[config.mk]
export PLATFORM = sky130hd
export DESIGN_NAME = kalman_track_sched
export DESIGN_NICKNAME = d
export VERILOG_FILES = /design/src/rtl/kalman_pkg.sv /design/src/rtl/kalman_track_sched_rr_arbiter.sv /design/src/rtl/kalman_track_sched.sv
export SDC_FILE = /design/constraint.sdc
export NUM_CORES = 1
export LEC_CHECK = 0
export CORE_MARGIN = 2
export CORE_UTILIZATION = 55
export CTS_CLUSTER_DIAMETER = 80
export CTS_CLUSTER_SIZE = 16
export DETAILED_ROUTE_END_ITERATION = 12
export PLACE_DENSITY_LB_ADDON = 0.15
export SKIP_CTS_REPAIR_TIMING = 1
export SYNTH_ARGS = -nofsm -noshare
export SYNTH_HDL_FRONTEND = slang
export SYNTH_SLANG_ARGS = --single-unit
[constraint.sdc]
create_clock -name i_Clk -period 35 [get_ports i_Clk]
set_clock_uncertainty 0.05 [all_clocks]
set_input_delay 7 -clock i_Clk [delete_from_list [all_inputs] [get_ports i_Clk]]
set_output_delay 7 -clock i_Clk [all_outputs]
set_load 0.01 [all_outputs]
[src/rtl/kalman_pkg.sv]
// Shared types for the Kalman track scheduler: FSM states, per-track state record,
// and the coast-prediction helper (saturating position + signed velocity).
// Pure declarations; no logic of its own.
package kalman_pkg;

    localparam int POS_W = 16;
    localparam int VEL_W = 16;

    typedef enum logic [1:0] {
        ST_IDLE,
        ST_ISSUE,
        ST_WAIT,
        ST_WRITE
    } sched_state_t;

    typedef struct packed {
        logic        [POS_W-1:0] x;
        logic        [POS_W-1:0] y;
        logic signed [VEL_W-1:0] vx;
        logic signed [VEL_W-1:0] vy;
    } track_state_t;

    // Predicted position p + v, clamped to the unsigned pixel range.
    function automatic logic [POS_W-1:0] coast_pos(input logic [POS_W-1:0] p,
                                                   input logic signed [VEL_W-1:0] v);
        logic [POS_W+1:0] s;
        s = {2'b00, p} + {{(POS_W+2-VEL_W){v[VEL_W-1]}}, v};
        if (s[POS_W+1])
            coast_pos = '0;
        else if (s[POS_W])
            coast_pos = '1;
        else
            coast_pos = s[POS_W-1:0];
    endfunction

endpackage

[src/rtl/kalman_track_sched_rr_arbiter.sv]
// Round-robin arbiter: first requester at or after ptr, wrapping.
// Latency: combinational.
// Backpressure: none; caller decides when a grant is taken.
module rr_arbiter #(
    parameter  int N  = 4,
    localparam int IW = (N > 1) ? $clog2(N) : 1
) (
    input  logic [N-1:0]  req,
    input  logic [IW-1:0] ptr,
    output logic [N-1:0]  gnt,
    output logic [IW-1:0] idx,
    output logic          any
);

    logic [IW:0]   s;
    logic [IW-1:0] j;

    // Scan from the far end back to ptr so the candidate closest to ptr wins.
    always_comb begin
        gnt = '0;
        idx = '0;
        any = 1'b0;
        s   = '0;
        j   = '0;
        for (int i = N - 1; i >= 0; i--) begin
            s = {1'b0, ptr} + (IW+1)'(i);
            if (s >= (IW+1)'(N))
                s = s - (IW+1)'(N);
            j = s[IW-1:0];
            if (req[j]) begin
                gnt    = '0;
                gnt[j] = 1'b1;
                idx    = j;
                any    = 1'b1;
            end
        end
    end

endmodule

[src/rtl/kalman_track_sched.sv]
// Shares one stateless Kalman update unit among N_TRACKS sources; owns the track table and ages tracks.
// Latency: grant-to-ack CALC_LAT+2 cycles, one IDLE cycle between operations. Optional: KALMAN_SCHED_COAST_EN.
// Backpressure: sources hold i_Meas_Valid until o_Meas_Ack; frame ticks seen while busy are deferred to IDLE.
module kalman_track_sched
    import kalman_pkg::*;
#(
    parameter  int N_TRACKS = 4,
    parameter  int CALC_LAT = 2,
    parameter  int TIMEOUT  = 8,
    localparam int IW       = (N_TRACKS > 1) ? $clog2(N_TRACKS) : 1
) (
    input  logic                     i_Clk,
    input  logic                     i_Reset,
    input  logic                     i_Frame_Tick,
    input  logic [N_TRACKS-1:0]      i_Meas_Valid,
    input  logic [N_TRACKS*16-1:0]   i_Meas_X,
    input  logic [N_TRACKS*16-1:0]   i_Meas_Y,
    output logic [N_TRACKS-1:0]      o_Meas_Ack,
    output logic                     o_Kf_Start,
    output logic                     o_Kf_Init,
    output logic [15:0]              o_Kf_Z_X,
    output logic [15:0]              o_Kf_Z_Y,
    output logic [15:0]              o_Kf_Prev_X,
    output logic [15:0]              o_Kf_Prev_Y,
    output logic signed [15:0]       o_Kf_Prev_VX,
    output logic signed [15:0]       o_Kf_Prev_VY,
    input  logic [15:0]              i_Kf_X,
    input  logic [15:0]              i_Kf_Y,
    input  logic signed [15:0]       i_Kf_VX,
    input  logic signed [15:0]       i_Kf_VY,
    output logic                     o_Upd_Valid,
    output logic [IW-1:0]            o_Upd_Track,
    output logic [15:0]              o_Upd_X,
    output logic [15:0]              o_Upd_Y,
    output logic signed [15:0]       o_Upd_VX,
    output logic signed [15:0]       o_Upd_VY,
    output logic [N_TRACKS-1:0]      o_Track_Active
);

    sched_state_t          st_q, st_d;
    logic [IW-1:0]         ptr_q, ptr_d, gidx_q, gidx_d, upd_trk_q, upd_trk_d;
    track_state_t          tbl_q [N_TRACKS];
    track_state_t          tbl_d [N_TRACKS];
    logic [3:0]            miss_q [N_TRACKS];
    logic [3:0]            miss_d [N_TRACKS];
    logic [N_TRACKS-1:0]   act_q, act_d, wr_q, wr_d, ack_q, ack_d;
    logic                  tick_pend_q, tick_pend_d, start_q, start_d, init_q, init_d;
    logic                  upd_vld_q, upd_vld_d, meas_op;
    logic [15:0]           zx_q, zx_d, zy_q, zy_d;
    track_state_t          prev_q, prev_d, upd_q, upd_d, kf_res;
    logic [7:0]            wcnt_q, wcnt_d;
    logic [N_TRACKS-1:0]   arb_gnt;
    logic [IW-1:0]         arb_idx;
    logic                  arb_any;

    assign kf_res = {i_Kf_X, i_Kf_Y, i_Kf_VX, i_Kf_VY};

    // A request whose ack is on the wire this cycle is already served.
    rr_arbiter #(.N(N_TRACKS)) u_arb (
        .req (i_Meas_Valid & ~ack_q),
        .ptr (ptr_q),
        .gnt (arb_gnt),
        .idx (arb_idx),
        .any (arb_any)
    );

`ifdef KALMAN_SCHED_COAST_EN
    logic [N_TRACKS-1:0] coast_q, coast_d, carb_gnt;
    logic [IW-1:0]       carb_idx;
    logic                carb_any, is_coast_q, is_coast_d;

    rr_arbiter #(.N(N_TRACKS)) u_coast_arb (
        .req (coast_q & act_q),
        .ptr (ptr_q),
        .gnt (carb_gnt),
        .idx (carb_idx),
        .any (carb_any)
    );
    assign meas_op = !is_coast_q;
`else
    assign meas_op = 1'b1;
`endif

    // Next-state: arbitration, operation sequencing, table write-back and frame aging.
    always_comb begin
        st_d        = st_q;
        ptr_d       = ptr_q;
        gidx_d      = gidx_q;
        upd_trk_d   = upd_trk_q;
        tbl_d       = tbl_q;
        miss_d      = miss_q;
        act_d       = act_q;
        wr_d        = wr_q;
        ack_d       = '0;
        tick_pend_d = tick_pend_q;
        start_d     = 1'b0;
        init_d      = 1'b0;
        upd_vld_d   = 1'b0;
        zx_d        = zx_q;
        zy_d        = zy_q;
        prev_d      = prev_q;
        upd_d       = upd_q;
        wcnt_d      = wcnt_q;
`ifdef KALMAN_SCHED_COAST_EN
        coast_d     = coast_q;
        is_coast_d  = is_coast_q;
`endif
        if (i_Frame_Tick && st_q != ST_IDLE)
            tick_pend_d = 1'b1;

        case (st_q)
            ST_IDLE: begin
                // Aging takes the whole IDLE cycle so a grant never races a drop.
                if (i_Frame_Tick || tick_pend_q) begin
                    tick_pend_d = 1'b0;
                    for (int k = 0; k < N_TRACKS; k++) begin
                        if (act_q[k] && !wr_q[k]) begin
                            miss_d[k] = (miss_q[k] == 4'hF) ? 4'hF : miss_q[k] + 4'd1;
                            if (miss_d[k] == 4'(TIMEOUT))
                                act_d[k] = 1'b0;
`ifdef KALMAN_SCHED_COAST_EN
                            else
                                coast_d[k] = 1'b1;
`endif
                        end
                    end
                    wr_d = '0;
                end else if (arb_any) begin
                    gidx_d  = arb_idx;
                    zx_d    = i_Meas_X[arb_idx*16 +: 16];
                    zy_d    = i_Meas_Y[arb_idx*16 +: 16];
                    prev_d  = tbl_q[arb_idx];
                    init_d  = ~|(arb_gnt & act_q);
                    start_d = |(arb_gnt & act_q);
                    st_d    = ST_ISSUE;
`ifdef KALMAN_SCHED_COAST_EN
                    is_coast_d = 1'b0;
                end else if (carb_any) begin
                    gidx_d     = carb_idx;
                    zx_d       = coast_pos(tbl_q[carb_idx].x, tbl_q[carb_idx].vx);
                    zy_d       = coast_pos(tbl_q[carb_idx].y, tbl_q[carb_idx].vy);
                    prev_d     = tbl_q[carb_idx];
                    start_d    = |(carb_gnt & act_q);
                    coast_d[carb_idx] = 1'b0;
                    is_coast_d = 1'b1;
                    st_d       = ST_ISSUE;
`endif
                end
            end
            ST_ISSUE: begin
                wcnt_d = '0;
                st_d   = (CALC_LAT == 1) ? ST_WRITE : ST_WAIT;
            end
            ST_WAIT: begin
                if (wcnt_q == 8'(CALC_LAT - 2))
                    st_d = ST_WRITE;
                else
                    wcnt_d = wcnt_q + 8'd1;
            end
            ST_WRITE: begin
                tbl_d[gidx_q] = kf_res;
                upd_d         = kf_res;
                upd_trk_d     = gidx_q;
                upd_vld_d     = 1'b1;
                st_d          = ST_IDLE;
                if (meas_op) begin
                    ack_d[gidx_q]  = 1'b1;
                    act_d[gidx_q]  = 1'b1;
                    wr_d[gidx_q]   = 1'b1;
                    miss_d[gidx_q] = '0;
                    ptr_d = (gidx_q == IW'(N_TRACKS - 1)) ? '0 : gidx_q + IW'(1);
`ifdef KALMAN_SCHED_COAST_EN
                    coast_d[gidx_q] = 1'b0;
`endif
                end
            end
            default: st_d = ST_IDLE;
        endcase
    end

    // FSM and all registered state/outputs; reset clears everything at once.
    always_ff @(posedge i_Clk or posedge i_Reset) begin
        if (i_Reset) begin
            st_q        <= ST_IDLE;
            ptr_q       <= '0;
            gidx_q      <= '0;
            upd_trk_q   <= '0;
            for (int k = 0; k < N_TRACKS; k++) begin
                tbl_q[k]  <= '0;
                miss_q[k] <= '0;
            end
            act_q       <= '0;
            wr_q        <= '0;
            ack_q       <= '0;
            tick_pend_q <= 1'b0;
            start_q     <= 1'b0;
            init_q      <= 1'b0;
            upd_vld_q   <= 1'b0;
            zx_q        <= '0;
            zy_q        <= '0;
            prev_q      <= '0;
            upd_q       <= '0;
            wcnt_q      <= '0;
`ifdef KALMAN_SCHED_COAST_EN
            coast_q     <= '0;
            is_coast_q  <= 1'b0;
`endif
        end else begin
            st_q        <= st_d;
            ptr_q       <= ptr_d;
            gidx_q      <= gidx_d;
            upd_trk_q   <= upd_trk_d;
            tbl_q       <= tbl_d;
            miss_q      <= miss_d;
            act_q       <= act_d;
            wr_q        <= wr_d;
            ack_q       <= ack_d;
            tick_pend_q <= tick_pend_d;
            start_q     <= start_d;
            init_q      <= init_d;
            upd_vld_q   <= upd_vld_d;
            zx_q        <= zx_d;
            zy_q        <= zy_d;
            prev_q      <= prev_d;
            upd_q       <= upd_d;
            wcnt_q      <= wcnt_d;
`ifdef KALMAN_SCHED_COAST_EN
            coast_q     <= coast_d;
            is_coast_q  <= is_coast_d;
`endif
        end
    end

    assign o_Meas_Ack     = ack_q;
    assign o_Kf_Start     = start_q;
    assign o_Kf_Init      = init_q;
    assign o_Kf_Z_X       = zx_q;
    assign o_Kf_Z_Y       = zy_q;
    assign o_Kf_Prev_X    = prev_q.x;
    assign o_Kf_Prev_Y    = prev_q.y;
    assign o_Kf_Prev_VX   = prev_q.vx;
    assign o_Kf_Prev_VY   = prev_q.vy;
    assign o_Upd_Valid    = upd_vld_q;
    assign o_Upd_Track    = upd_trk_q;
    assign o_Upd_X        = upd_q.x;
    assign o_Upd_Y        = upd_q.y;
    assign o_Upd_VX       = upd_q.vx;
    assign o_Upd_VY       = upd_q.vy;
    assign o_Track_Active = act_q;

endmodule

Word-level counts from Yosys, hierarchy flattened
Index checks and enable logic that the tools add are counted.
- input bits: 199
- word-level logic and storage cells: 229
- register bits after elaboration: 464
- output and inout bits: 173
- magnitude comparators: 17
- reductions and logical operators: 35
- bitwise operators: 10
- equal/unequal tests: 25
- muxes and demuxes: 82
- shift operators: 2
- add/sub/neg operators: 13
- operator list (kind ; number):
    bitwise mux 256 bit ; 1
    two-way mux 64 bit ; 3
    binary-select mux 64 bit (select 2 bit) ; 1
    demux 64 bit (select 2 bit) ; 1
    indexed part select 64 x 7 -> 16 bit ; 2
    two-way mux 4 bit ; 16
    equality test 4 bit, second input constant ; 8
    case mux 16 bit (2 select lines) ; 1
    two-way mux 1 bit ; 31
    inequality test 2 bit, second input constant ; 13
    two-way mux 2 bit ; 12
    AND reduction 3 bit ; 6
    adder 4 x 1 -> 4 bit, second input constant ; 4
    AND 16 bit ; 1
    two-way mux 16 bit ; 1
    NOT 16 bit ; 1
    case mux 4 bit (2 select lines) ; 2
    case mux 8 bit (2 select lines) ; 1
    AND reduction 4 bit ; 4
    >= comparator 3 bit, second input constant ; 5
    < comparator 2 x 3 -> 1 bit, second input constant ; 5
    logical AND 1 bit ; 11
    demux 1 bit (select 2 bit) ; 5
    >= comparator 2 x 1 -> 1 bit, second input constant ; 5
    other kinds (25) ; 44

Logic depth before layout (Yosys ltp)
Gate-level depths: netlist of the first run.
- depth in word-level cells: 17
- mapped depth: 12
- depth with buffers taken out: 8

Cells and area by module
From an unflattened synthesis of the first run, not the netlist that was laid out.
- cells, all modules: 1340
- area total of the unflattened synthesis: 21376.8 um2
- modules (own cells, without submodules) (module ; times used ; cells each ; area each (um2)):
    kalman_track_sched ; 1 ; 1255 ; 20693.6
    rr_arbiter ; 1 ; 85 ; 683.2

Worst setup path after synthesis of the first run
No wires, ideal clock.
- kind: input to register
- start: input i_Meas_Valid[0]
- end: register prev_q (netlist bit o_Kf_Prev_Y[10])
- path slack: 26.104 ns
- buffers on the path: 3
- library setup time: 0.140 ns
- data required time: 34.810 ns
- stages: 9
- data arrival time: 8.705 ns
- cells stage by stage: nand2b_1 buf_6 mux4_2 nor2b_4 mux2_4 buf_6 buf_6 a211oi_1 o211ai_1
- cells in the longest elaborated chain, start to end: 11
- elaborated cells on any way between the ends: 22
- classes of those cells: mux (19); bitwise (2); reduce/logical (1)
- RTL lines (element ; line ; source):
    start: declaration ; kalman_track_sched.sv:15 ; input logic [N_TRACKS-1:0] i_Meas_Valid,
    AND 4 bit (*) ; kalman_track_sched.sv:60 ; .req (i_Meas_Valid & ~ack_q),
    binary-select mux 1 bit (select 2 bit) ; kalman_track_sched_rr_arbiter.sv:30 ; if (req[j]) begin
    two-way mux 1 bit (not written as such) ; kalman_track_sched_rr_arbiter.sv:30 ;
    two-way mux 2 bit (4 in series) ; kalman_track_sched_rr_arbiter.sv:30 ;
    NOT 2 -> 3 bit (not written as such) ; kalman_track_sched.sv:132 ; prev_d = tbl_q[arb_idx];
    binary-select mux 64 bit (select 2 bit) ; kalman_track_sched.sv:132 ;
    two-way mux 64 bit (not written as such) (2 in series) ; kalman_track_sched.sv:132 ;
    end signal: assignment ; kalman_track_sched.sv:224 ; prev_q <= prev_d;
    end: declaration ; kalman_track_sched.sv:50 ; track_state_t prev_q, prev_d, upd_q, upd_d, kf_res;
Mark *: on every way between the ends. The rest lies on a longest branch, timed or not. The select of a mux whose other input is x is not followed.
A chain may end at the register's enable or synchronous reset.

Final worst setup path of the first run
- start: input i_Meas_Valid[0]
- end: register zy_q[14], in the netlist o_Kf_Z_Y[14]
- cells in the longest elaborated chain, start to end: 8
- elaborated cells on any way between the ends: 19
- classes of those cells: shift (1); mux (16); bitwise (1); reduce/logical (1)
- RTL lines (element ; line ; source):
    AND 4 bit (*) ; kalman_track_sched.sv:60 ;
    binary-select mux 1 bit (select 2 bit) ; kalman_track_sched_rr_arbiter.sv:30 ;
    two-way mux 1 bit (not written as such) ; kalman_track_sched_rr_arbiter.sv:30 ;
    two-way mux 2 bit or two-way mux 1 bit (tied branches) (4 in series) ; kalman_track_sched_rr_arbiter.sv:30 ;
    indexed part select 64 x 7 -> 16 bit or AND reduction 3 bit (tied branches) ; - ;
    end signal: assignment ; kalman_track_sched.sv:223 ; zy_q <= zy_d;
    end: declaration ; kalman_track_sched.sv:49 ; logic [15:0] zx_q, zx_d, zy_q, zy_d;
Marks and branches as above.

==> key figures, run 1 <==
Place
  • Quantity of I/O buffers inserted on ports: 371
  • GPL Wtd Cong: 0.809
  • Place WS: 24.02 ns
  • Post-DP HPWL: 38,500 um

Pwr
  • Power Density: 87.5 nW/um^2
  • Peak supply drop: 0.0629 mV
  • Pwr Total: 2.44 mW
  • Total leakage power: 11.3 nW

CTS
  • CTS tree: done
  • Root Driver: clkbuf_16
  • TritonCTS buffer count: 34
  • Clock transition at path regs: 0.07 ns
  • H-Tree Depth: 2
  • Worst-Skew Late Latency: 0.54 ns
  • Clock buffer depth: 3
  • CTS Sinks: 464

Final layout
  • Antenna diodes: 0
  • Final Util: 0.670
  • Final #Nets: 2,455
  • Fill count: 3,137
  • Share of cells above drive strength 1: 0.197
  • Area grow syn2layout: 21.1%

Yosys
  • Post-synthesis sequential area ratio: 0.504
  • Post-Synthesis Cell Area: 23,100 sq um
  • Syn Nets: 2,197
  • Count of flip-flops with a built-in enable after synthesis: 0
  • Top FF cell, synth: dfrtp_1
  • Ys async rst share: 1.00
  • Top-area cell type share of the netlist area: 0.504
  • Synth unique cells: 58
  • Cells after synthesis: 1,980
  • Top post-synthesis cells by area: dfrtp_1, mux2_2, o211ai_1, a21boi_0, a32oi_1
  • Cell taking the most area after synthesis: dfrtp_1
  • Avg Inst Size Synth: 11.6 sq um
  • Flop and latch count out of synthesis: 464
  • Yosys warns: 0

Floorplan
  • Initial Utilization: 0.553
  • # rows: 75
  • Die Y: 209 um
  • DIE WIDTH: 209 um
  • Core box area: 41,700 sq um
  • Die area: 43,600 sq um
  • I/O Pins: 372

STA
  • Unrepaired setup endpoints after global routing: no
  • Final Max Tran Viols: 0
  • Final Hold Vio Count: 0
  • Hold Slack: 0.456 ns
  • Final Cycle Share: 0.302
  • Post-route setup TNS: 0 ns
  • Relative slew slack: 0.190
  • Final worst slack: 24.41 ns
  • Setup violators final: 0
  • Worst slew pin tran: 1.21 ns
  • Minimum clock period: 10.59 ns
  • FMAX: 94.5 MHz

Worst setup path
  • Setup Crit Path Kind: input pin to register
  • CP Launch Type: input pin
  • Crit path DAT: 10.98 ns
  • Critical path data required time: 35.40 ns
  • Worst-path fanout max: 96
  • Setup crit end kind: register

Detailed routing
  • Via/cell ratio: 6.62
  • Routed Antenna Nets: 0
  • 1st-iter DRT viols: 1,665
  • DR WL/cell: 23.7 um
  • DR vias: 18,400
  • DRC Markers: 0
  • WL final: 65,800 um
  • Drt first pass iters: 5

Min path
  • Min-delay worst type: register to register

Global routing
  • GR Overflow Total: 0
  • Largest net degree at the start of global routing: 223
  • Initial antenna violation count: 2
  • Total Routing Usage GR: 0.295
  • First-pass GRT wire length: 103,000 um
  • Vias in the first global route: 18,900

Job
  • Number of max-cap violations: 0

Run status
  • Outcome: finished clean
==> metal layers <==
metal / GRT usage / up-vias / wire (um)
met3: 0.0544 / 143 / 4510
met5: 0 / - / 13
li1: - / 8147 / -
met4: 0.119 / 2 / 2130
met1: 0.379 / 9375 / 27000
met2: 0.494 / 721 / 32100
==> layout make-up <==
| class | instances | area [sq um] | share of cell area |
|---|---|---|---|
| flip-flops and latches | 464 | 11600 | 0.416 |
| multi-input cells | 1320 | 10700 | 0.383 |
| repair buffers | 395 | 3920 | 0.140 |
| clock buffers | 37 | 926 | 0.0331 |
| well taps | 539 | 674 | 0.0241 |
| inverters | 23 | 93.8 | 0.00336 |
==> worst paths after layout <==
kind	start	end	slack, ns	depth (start not counted)
max	i_Meas_Valid[0]	o_Kf_Z_Y[14]	24.41	9
min	tbl_q[180]	tbl_q[180]	0.46	1
max reg2reg	ptr_q[0]	o_Kf_Z_Y[14]	30.44	9
min reg2reg	tbl_q[180]	tbl_q[180]	0.46	1
max in group asynchronous	i_Reset	tbl_q[229]	25.62	4
min in group asynchronous	i_Reset	o_Kf_Init	6.91	2
==> state kept, by name (all words and copies together) (netlist names) <==
signal / count
o_Track_Active: 4
o_Kf_Prev_VY: 16
st_q: 2
o_Meas_Ack: 4
o_Upd_VX: 16
ptr_q: 2
o_Kf_Z_Y: 16
miss_q: 16
wcnt_q: 8
tick_pend_q: 1
tbl_q: 256
o_Kf_Z_X: 16
gidx_q: 2
o_Upd_Valid: 1
o_Kf_Start: 1
o_Upd_VY: 16
o_Upd_Track: 2
o_Kf_Prev_Y: 16
o_Kf_Prev_X: 16
o_Kf_Init: 1
o_Upd_X: 16
wr_q: 4
o_Kf_Prev_VX: 16
o_Upd_Y: 16
==> where the power goes <==
part / switching (mW) / total (mW) / internal [mW]
Combinational: 0.604 / 1.13 / 0.529
Clock: 0.182 / 0.369 / 0.187
Sequential: 0.168 / 0.943 / 0.775
Total: 0.954 / 2.44 / 1.49
==> cell usage after synthesis (2+ instances only) <==
cell        n
dfrtp_1   464
mux2_2    323
o211ai_1  193
clkbuf_1  117
a21boi_0   93
a21oi_1    90
a31oi_1    78
a21o_1     74
a32oi_1    73
o21ai_1    73
nor2_1     32
a22oi_1    31
o21ai_0    26
buf_2      25
or2_2      24
and3_1     23
o311ai_1   23
inv_1      22
nand2_1    22
buf_1      18
ha_1       18
nand2b_1   17
a211oi_1   16
nand3_1    15
a211oi_2   10
mux2i_1     9
buf_4       8
nor2b_1     6
a21boi_1    5
buf_6       5
nand4_1     5
a311oi_1    4
mux4_2      3
nor3_1      3
o22a_1      3
a22o_1      2
a31o_2      2
and4b_1     2
nand4b_1    2
o21a_1      2
o22ai_1     2
==> stage by stage <==
step | instance area (sq um) | instances
4_1_cts | 27900 | 2778
6_report | 27900 | 2778
3_3_place_gp | 27000 | 2741
5_1_grt | 27900 | 2778
2_1_floorplan | 23100 | 1980
3_5_place_dp | 27000 | 2741
==> cell families after synthesis <==
logic type               share of synthesized area
AO/OA/AOI/OAI                                0.247
flip-flops                                   0.504
multiplexers                                 0.166
buffers and inverters                       0.0362
AND/OR/NAND/NOR                             0.0373
adder cells (fa/ha/maj)                    0.00977
XOR/XNOR                                  0.000380
==> cell usage in the layout, fill, tap and decap left out, drive strengths merged, types with 18 or more instances in the layout <==
cell type	instances
dfrtp	464
clkdlybuf4s50	371
mux2	324
o211ai	193
o21ai	99
a21boi	98
a21oi	91
a31oi	78
a21o	74
a32oi	73
clkbuf	37
nor2	32
a22oi	31
a211oi	26
or2	25
buf	24
and3	23
o311ai	23
inv	22
nand2	22
ha	18
==> worst max-delay path: stages <==
cell and delay (ns):
clkdlybuf4s50_1 0.43, nand2b_1 0.29, a21oi_1 0.19, o21ai_4 0.54
buf_4 0.79, buf_4 0.95, a31oi_1 0.18, a21boi_0 0.18
o211ai_1 0.23
No activity file was read; power rests on OpenSTA's default activity.
==> run 2: changes to the inputs <==
Settings changed: CORE_UTILIZATION 55 to 54.
Clock period 35 ns to 10 ns, I/O delays scaled along.
==> key figures, run 2 (synthesis results as in run 1) <==
Floorplan
  • Initial Utilization: 0.548 (was 0.553)
  • DIE WIDTH: 211 um (was 209 um)
  • Core box area: 42,000 sq um (was 41,700 sq um)
  • Die Y: 211 um (was 209 um)
  • Die area: 44,400 sq um (was 43,600 sq um)
  • # rows: 75 (unchanged)
  • I/O Pins: 372 (unchanged)

Worst setup path
  • Most Frequent Cell on Critical Path: buf_4 (unchanged)
  • RR Startpoint: ptr_q[0] (unchanged)
  • Setup Crit Path Kind: input pin to register (unchanged)
  • Reg2Reg Setup Slack: 5.51 ns (was 30.44 ns)
  • CP Launch Type: input pin (unchanged)
  • Crit path max-delay cell type: buf_4 (unchanged)
  • Worst Path Buf+Inv: 3 (unchanged)
  • Crit path DAT: 5.83 ns (was 10.98 ns)
  • Worst reg2reg path depth: 10 (was 9)
  • Worst-path fanout max: 91 (was 96)
  • Worst path max stage delay: 0.90 ns (was 0.95 ns)
  • Capture point of the worst reg-to-reg path: o_Kf_Z_Y[13] (was o_Kf_Z_Y[14])
  • CP cell instances: clkdlybuf4s50_1, nand2b_1, mux4_2, nor2b_4, mux2i_4, buf_4, buf_4, o21ai_1, o211ai_1 (was clkdlybuf4s50_1, nand2b_1, a21oi_1, o21ai_4, buf_4, buf_4, a31oi_1, a21boi_0, o211ai_1)
  • Critical path data required time: 10.42 ns (was 35.40 ns)
  • Setup crit end kind: register (unchanged)
  • Crit-path leading delay family: buffers and inverters (unchanged)

STA
  • Final Max Tran Viols: 0 (unchanged)
  • Final worst slack: 4.59 ns (was 24.41 ns)
  • Post-route setup TNS: 0 ns (unchanged)
  • Minimum clock period: 5.41 ns
  • Final Hold Vio Count: 0 (unchanged)
  • Relative slew slack: 0.226 (was 0.190)
  • Unrepaired setup endpoints after global routing: no (unchanged)
  • Worst slew pin tran: 1.16 ns (was 1.21 ns)
  • Setup violators final: 0 (unchanged)
  • FMAX: 185 MHz
  • Final Cycle Share: 0.541

Detailed routing
  • WL final: 65,800 um (about the same)
  • Routed Antenna Nets: 0 (unchanged)
  • Via/cell ratio: 6.64 (was 6.62)
  • DR WL/cell: 23.7 um (about the same)
  • Drt first pass iters: 5 (unchanged)
  • DR vias: 18,400 (about the same)
  • DRC Markers: 0 (unchanged)
  • 1st-iter DRT viols: 1,389 (was 1,665)

CTS
  • Clock buffer depth: 3 (unchanged)
  • Root Driver: clkbuf_16 (unchanged)
  • TritonCTS buffer count: 34 (unchanged)
  • Clock transition at path regs: 0.07 ns (about the same)
  • CTS tree: done (unchanged)
  • H-Tree Depth: 2 (unchanged)
  • Worst-Skew Late Latency: 0.56 ns (was 0.54 ns)
  • CTS Sinks: 464 (unchanged)

Global routing
  • Initial antenna violation count: 0 (was 2)
  • Vias in the first global route: 19,100 (was 18,900)
  • GR Overflow Total: 0 (unchanged)
  • First-pass GRT wire length: 105,000 um (was 103,000 um)
  • Total Routing Usage GR: 0.297 (was 0.295)
  • Largest net degree at the start of global routing: 195 (was 223)

Place
  • Place WS: 4.08 ns (was 24.02 ns)
  • GPL Wtd Cong: 0.796 (was 0.809)
  • Post-DP HPWL: 38,700 um (was 38,500 um)
  • Quantity of I/O buffers inserted on ports: 371 (unchanged)
  • Placed Cells: 2,739 (was 2,741)

Final layout
  • Antenna diodes: 0 (unchanged)
  • Most common cell after layout, fill and taps aside: dfrtp_1 (unchanged)
  • Area grow syn2layout: 21.0% (was 21.1%)
  • Most frequent cells in the layout: dfrtp_1, clkdlybuf4s50_1, mux2_2 (unchanged)
  • Top reg by flops: tbl_q (unchanged)
  • Share of cells above drive strength 1: 0.196 (was 0.197)
  • Final #Nets: 2,453 (was 2,455)
  • Post-route insts no fill: 2,776 (was 2,778)
  • Flip-flop count of the largest register after layout: 256 (unchanged)

Pwr
  • Power Density: 306 nW/um^2 (was 87.5 nW/um^2)
  • Total leakage power: 11.3 nW (about the same)
  • Pwr Total: 8.54 mW (was 2.44 mW)
  • Peak supply drop: 0.359 mV (was 0.0629 mV)

Min path
  • Min-delay worst type: register to register (unchanged)
  • Hold_sp: wr_q[0] (was tbl_q[180])
  • Hold endpoint: wr_q[0] (was tbl_q[180])
  • Hold depth: 2 (was 1)

Run status
  • Outcome: finished clean (unchanged)

Job
  • Number of max-cap violations: 0 (unchanged)
==> run 2: how the worst max path moves through the flow <==
stage               startpoint              end  slack (ns)  depth (start not counted)
6_report       i_Meas_Valid[2]     o_Kf_Z_Y[13]        4.59                          9
5_1_grt        i_Meas_Valid[2]  o_Kf_Prev_X[15]        4.36                          9
4_1_cts        i_Meas_Valid[0]  o_Kf_Prev_VX[4]        4.65                          9
3_5_place_dp   i_Meas_Valid[0]     o_Kf_Z_Y[13]        4.08                          9
3_3_place_gp   i_Meas_Valid[0]     o_Kf_Z_X[15]        4.14                          9
2_1_floorplan          i_Reset        gidx_q[0]        1.67                          1
==> run 2: power by group <==
part	internal, mW	switching [mW]
Sequential	2.71	0.584
Combinational	1.85	2.12
Clock	0.626	0.644
==> run 2: tightest hold or removal path: cells and delay by family (launching register included) <==
kind	cells	cell delay, ns
flops	1	0.34
simple gates	1	0.08
compound gates	1	0.04
==> run 2: through the flow <==
step | hold WS [ns] | util | area (sq um)
3_3_place_gp | 0.434 | 0.642 | 27000
4_1_cts | 0.452 | 0.664 | 27900
2_1_floorplan | 0.404 | - | 23100
5_1_grt | 0.465 | 0.664 | 27900
3_5_place_dp | 0.435 | 0.642 | 27000
6_report | 0.449 | 0.664 | 27900
==> run 2: cell type report <==
cell class,count,area (sq um)
Fill cell,3220,14100
Inverter,23,90.1
Clock inverter,2,32.5
Sequential cell,464,11600
Timing Repair Buffer,393,3920
Tap cell,539,674
Clock buffer,35,876
Multi-Input combinational cell,1320,10700
==> run 2: layer usage <==
layer | GRT usage | vias to the layer above | share of wire
met1 | 0.374 | 9498 | 0.41
met5 | 0 | - | 0
met2 | 0.512 | 664 | 0.50
met3 | 0.0538 | 127 | 0.066
met4 | 0.114 | 0 | 0.033
li1 | - | 8146 | -
